File: config.mk
export PLATFORM = sky130hd
export DESIGN_NAME = mb_rx_deser_ctrl
export DESIGN_NICKNAME = d
export VERILOG_FILES = /design/src/rtl/mb_rx_deser_ctrl.sv
export SDC_FILE = /design/constraint.sdc
export NUM_CORES = 1
export LEC_CHECK = 0
export ABC_CLOCK_PERIOD_IN_PS = 2600
export BUFFER_PORTS_ARGS = -buffer_cell sky130_fd_sc_hd__buf_4
export CELL_PAD_IN_SITES_DETAIL_PLACEMENT = 0
export CELL_PAD_IN_SITES_GLOBAL_PLACEMENT = 1
export CORE_MARGIN = 5
export CORE_UTILIZATION = 36
export CTS_CLUSTER_DIAMETER = 150
export DETAILED_ROUTE_END_ITERATION = 16
export HOLD_SLACK_MARGIN = 0.1
export PLACE_DENSITY_LB_ADDON = 0.15
export RECOVER_POWER = 50
export SYNTH_ARGS = -nofsm -noshare
export SYNTH_HDL_FRONTEND = slang
export SYNTH_SLANG_ARGS = --single-unit
File: constraint.sdc
create_clock -name pll_clk -period 2.6 [get_ports pll_clk]
set_clock_uncertainty 0.05 [all_clocks]
set_input_delay 0.26 -clock pll_clk [delete_from_list [all_inputs] [get_ports pll_clk]]
set_output_delay 0.26 -clock pll_clk [all_outputs]
set_load 0.02 [all_outputs]
File: src/rtl/mb_rx_deser_ctrl.sv
// ============================================================================
// mb_rx_deser_ctrl : mainband RX deserializer capture scheduler (pll_clk).
// Optional MB_DESER_OVF_CNT_EN adds an 8-bit saturating overrun counter.
// Revision: 1.0
// ============================================================================
`default_nettype none

module mb_rx_deser_ctrl #(
  parameter int WORD_CYCLES  = 16,
  parameter int ALIGN_CYCLES = 4,
  parameter int CNT_W        = 16
) (
  input  logic             pll_clk,
  input  logic             i_rst_n,
  input  logic             i_rx_en,
  input  logic [CNT_W-1:0] i_burst_len,
  input  logic             i_word_ack,
  output logic             o_ser_valid,
  output logic             o_busy,
  output logic             o_burst_done,
  output logic             o_overflow,
  output logic [CNT_W-1:0] o_word_cnt
`ifdef MB_DESER_OVF_CNT_EN
  ,
  output logic [7:0]       o_ovf_cnt
`endif
);

  // One counter serves both the ALIGN dwell and the RUN word phase.
  localparam int c_PH_MAX = (WORD_CYCLES > ALIGN_CYCLES) ? WORD_CYCLES : ALIGN_CYCLES;
  localparam int c_PH_W   = $clog2(c_PH_MAX);
  localparam logic [c_PH_W-1:0] c_WORD_LAST  = c_PH_W'(WORD_CYCLES - 1);
  localparam logic [c_PH_W-1:0] c_ALIGN_LAST = c_PH_W'(ALIGN_CYCLES - 1);

  typedef enum logic [1:0] {
    S_IDLE  = 2'd0,
    S_ALIGN = 2'd1,
    S_RUN   = 2'd2,
    S_DONE  = 2'd3
  } state_t;

  state_t             r_state;
  state_t             w_next;
  logic [c_PH_W-1:0]  r_phase;
  logic [CNT_W-1:0]   r_len;
  logic [CNT_W-1:0]   r_word_cnt;
  logic               r_pending;
  logic               r_ser_valid;
  logic               r_busy;
  logic               r_burst_done;
  logic               r_overflow;
  logic               w_start;
  logic               w_last_word;
  logic               w_ovf_evt;
  logic [CNT_W-1:0]   w_cnt_inc;

  assign w_start     = (r_state == S_IDLE) && i_rx_en;
  assign w_cnt_inc   = r_word_cnt + CNT_W'(1);
  assign w_last_word = (r_len != '0) && (w_cnt_inc == r_len);
  // Bookkeeping is resolved in the strobe cycle so a coincident ack is visible.
  assign w_ovf_evt   = r_ser_valid && r_pending && !i_word_ack;

  always_comb begin
    w_next = r_state;
    case (r_state)
      S_IDLE:  if (i_rx_en) w_next = S_ALIGN;
      S_ALIGN: begin
        if (!i_rx_en)                    w_next = S_IDLE;
        else if (r_phase == c_ALIGN_LAST) w_next = S_RUN;
      end
      S_RUN: begin
        if (!i_rx_en)                        w_next = S_IDLE;
        else if (r_ser_valid && w_last_word) w_next = S_DONE;
      end
      S_DONE:  if (!i_rx_en) w_next = S_IDLE;
      default: w_next = S_IDLE;
    endcase
  end

  always_ff @(posedge pll_clk or negedge i_rst_n) begin
    if (!i_rst_n) begin
      r_state      <= S_IDLE;
      r_phase      <= '0;
      r_len        <= '0;
      r_word_cnt   <= '0;
      r_pending    <= 1'b0;
      r_ser_valid  <= 1'b0;
      r_busy       <= 1'b0;
      r_burst_done <= 1'b0;
      r_overflow   <= 1'b0;
    end else begin
      r_state      <= w_next;
      r_ser_valid  <= (r_state == S_RUN) && i_rx_en && (r_phase == c_WORD_LAST);
      r_busy       <= (w_next == S_ALIGN) || (w_next == S_RUN);
      r_burst_done <= (r_state == S_RUN) && (w_next == S_DONE);

      if (r_state != w_next)                                r_phase <= '0;
      else if (r_state == S_ALIGN)                          r_phase <= r_phase + c_PH_W'(1);
      else if (r_state == S_RUN && r_phase == c_WORD_LAST)  r_phase <= '0;
      else if (r_state == S_RUN)                            r_phase <= r_phase + c_PH_W'(1);

      if (w_start) begin
        r_len      <= i_burst_len;
        r_word_cnt <= '0;
        r_overflow <= 1'b0;
        r_pending  <= 1'b0;
      end else if (r_ser_valid) begin
        r_word_cnt <= w_cnt_inc;
        r_pending  <= 1'b1;
        if (w_ovf_evt) r_overflow <= 1'b1;
      end else if (i_word_ack) begin
        r_pending  <= 1'b0;
      end
    end
  end

`ifdef MB_DESER_OVF_CNT_EN
  logic [7:0] r_ovf_cnt;

  always_ff @(posedge pll_clk or negedge i_rst_n) begin
    if (!i_rst_n)                          r_ovf_cnt <= 8'd0;
    else if (w_start)                      r_ovf_cnt <= 8'd0;
    else if (w_ovf_evt && r_ovf_cnt != 8'hFF) r_ovf_cnt <= r_ovf_cnt + 8'd1;
  end

  assign o_ovf_cnt = r_ovf_cnt;
`endif

  assign o_ser_valid  = r_ser_valid;
  assign o_busy       = r_busy;
  assign o_burst_done = r_burst_done;
  assign o_overflow   = r_overflow;
  assign o_word_cnt   = r_word_cnt;

endmodule

`default_nettype wire

==> metrics.cfg <==
[status]
status = finished with violations
failed_checks = setup timing

[logic_synthesis]
ys_seq_area_share_pct = 42.5
ys_warn_count = 0
ys.flop_type = dfrtp_1
synthCells = 259
synth_cell_types = 47
yosys.area.top_type = dfrtp_1
synth_area_um2 = 2530
synth_nets = 282
avgSynthCellArea_um2 = 9.78
synth_area_leaders = dfrtp_1 (42%), mux2_2 (7.1%), xnor2_1 (6.2%)
yosysTopAreaCellShare_pct = 42.5
synth_enable_flop_cells = 0
synth_seq_cells = 43
async_reset_ff_share_pct = 100

[sta]
fin_ws_ns = -0.0211
period_share_pct = 101
slew_headroom_pct = 28.5
worstMarginPinSlew_ns = 1.07
drv_slew = 0
hold_viol = 0
rsz0062_at_grt = true
setup_viol = 2
fmax_mhz = 382
min_period_ns = 2.62

[route]
viasPerCell = 5.09
drcViolationCount = 0
num_vias = 2142
dr.pass1.iters = 4
wl_mm = 6.31
ant_nets = 0
drt_iter0_markers = 94
wl_per_cell_um = 15.0

[grt]
grt_overflow_total = 0
grt_pass1_wl_mm = 10.8
grt_usage_pct = 15.5
grt_start_max_net_pins = 44
grt_pass1_vias = 2152
grt_antenna_before_repair = 0

[floorplanning]
die_w_um = 93.9
die_h_um = 93.9
dieArea_um2 = 8820
rows = 30
coreArea_um2 = 6830
pin_count = 40
initial_core_util_pct = 37.1

[power_and_ir_drop]
power_density_nw_per_um2 = 487
p_leak_nw = 1.43
peakVddDrop_mv = 0.274

[cts]
cts.sinks = 43
path_clk_slew_ns = 0.09
htreeDepth = 2
clock_latency_ns = 0.30
cts_tree = built
numCtsBuffers = 5
clk_path_buf_depth = 2
clock-root-buffer = clkbuf_8

[placed_design]
place.gp.congestion = 0.885
port_buffers = 39
dpl.cell_count = 409
dpl_cell_area_um2 = 3140
place_hpwl_mm = 4.71

[setup_path]
r2r_cells = 9
cpMostUsedCell = ha_4
criticalPathCategory = reg2reg
critPathMaxStageDelay_ns = 0.54
critical_path.top_delay_family = compound AO/OA/AOI/OAI gates
crit_slowest_cell = or4_4
worstSetupEndpointType = register
crit_path_end = o_busy
reg2reg_from = o_word_cnt[1]
cp_data_required_time_ns = 2.75
cp.depth = 9
timing.critical_path.buf_inv = 0
cp.arrival_ns = 2.77
reg2reg_slack_ns = -0.02
startpoint = o_word_cnt[1]
crit_fanout = 4
reg2reg_to = o_busy
cp_cell_sequence = ha_4 > xor2_1 > xnor2_1 > o311ai_1 > a2111oi_4 > o21ai_1 > or4_4 > a21oi_4 > ha_4
startpoint_type = register

[final_layout]
nFillCells = 682
finalInstanceArea_um2 = 3370
area_growth_pct = 33.1
finalNetCount = 347
antenna_cells = 0
instances_no_fill = 421
post-route-util_pct = 49.4
drive_gt1_share_pct = 37.2

[worst_hold_path]
hp-class = in2reg

[job]
drv_cap = 0

metrics by stage:
| step | hold slack (ns) | setup TNS, ns | setup slack, ns | total power [mW] |
|---|---|---|---|---|
| after global routing | 0.119 | -0.473 | -0.125 | 1.73 |
| after floorplan | -0.0856 | 0 | 0.00151 | 0.913 |
| after detailed placement | 0.247 | -0.0756 | -0.0558 | 1.02 |
| final | 0.123 | -0.0411 | -0.0211 | 1.64 |
| after CTS | 0.120 | -0.0236 | -0.0236 | 1.66 |
| after global placement | 0.244 | -0.0736 | -0.0456 | 1.01 |
Yosys cell counts, types with 7 or more instances:
| cell type | instances |
|---|---|
| mux2_2 | 16 |
| nand3_1 | 9 |
| a21oi_1 | 9 |
| clkbuf_1 | 7 |
| dfrtp_1 | 43 |
| nor2_1 | 33 |
| nand2_1 | 20 |
| nand4_1 | 7 |
| xnor2_1 | 18 |
| o21ai_0 | 8 |
| xor2_1 | 16 |
cell type report:
| class | instances | area, um2 | share of cell area, % |
|---|---|---|---|
| timing repair buffer | 74 | 537 | 15.9 |
| inverter | 3 | 11.3 | 0.334 |
| multi-input combinational | 197 | 1480 | 43.9 |
| tap | 96 | 120 | 3.56 |
| clock buffer | 5 | 68.8 | 2.04 |
| sequential | 43 | 1090 | 32.3 |
| clock inverter | 3 | 67.6 | 2.00 |
what timing repair did:
action	4_1_cts	5_1_grt
hold endpoints to repair	43	0
setup buffers	1	3
hold buffers	1	0
gates resized for setup	4	10
pin swaps	0	6
setup endpoints to repair	3	6
power by group:
group          switching, mW  internal (mW)
combinational          0.108          0.131
sequential            0.0585          0.716
clock                  0.247          0.383
registers in the layout, indices dropped and copies added (netlist names):
name          cells
r_len            16
o_ser_valid       1
o_busy            1
r_phase           4
o_overflow        1
r_pending         1
o_burst_done      1
o_word_cnt       16
r_state           2
metal layers:
metal  track usage [%]  part of all wire [%]  vias up
met5                 0                     0        -
met4              4.93                   1.9        0
met3              3.29                   4.8       14
met2              23.3                    44       50
met1              22.2                    49     1035
li1                  -                     -     1043
tightest hold or removal path, stage by stage:
cell and delay, ns:
buf_4 0.08, nand2_1 0.04, o21ai_0 0.06
cell usage in the layout (no fill, tap or decap), drive strengths merged, types with 8 or more instances in the layout:
cell	netlist	routed
mux2	16	16
xnor2	18	18
clkbuf	7	12
nor2	33	33
nand2	20	20
buf	9	66
xor2	16	16
nand3	10	10
nand4	8	8
dfrtp	43	43
a21oi	9	9
o21ai	9	9
worst min path at each step:
stage | startpoint | endpoint | depth (start not counted)
floorplan | i_rst_n | o_burst_done | 0
global placement | i_rst_n | r_len[6] | 1
detailed placement | i_rst_n | o_word_cnt[6] | 1
CTS | i_burst_len[10] | r_len[10] | 3
global route | i_burst_len[10] | r_len[10] | 3
finish | i_burst_len[10] | r_len[10] | 3
kinds of logic after synthesis:
| family | after synthesis | share of synthesized area, % |
|---|---|---|
| simple gates | 104 | 21.7 |
| buf+inv | 19 | 3.75 |
| fa+ha+maj | 3 | 1.48 |
| flops | 43 | 42.5 |
| xor+xnor | 34 | 11.8 |
| compound gates | 35 | 9.78 |
| mux | 21 | 9.09 |
(Power assumes the default switching activity.)
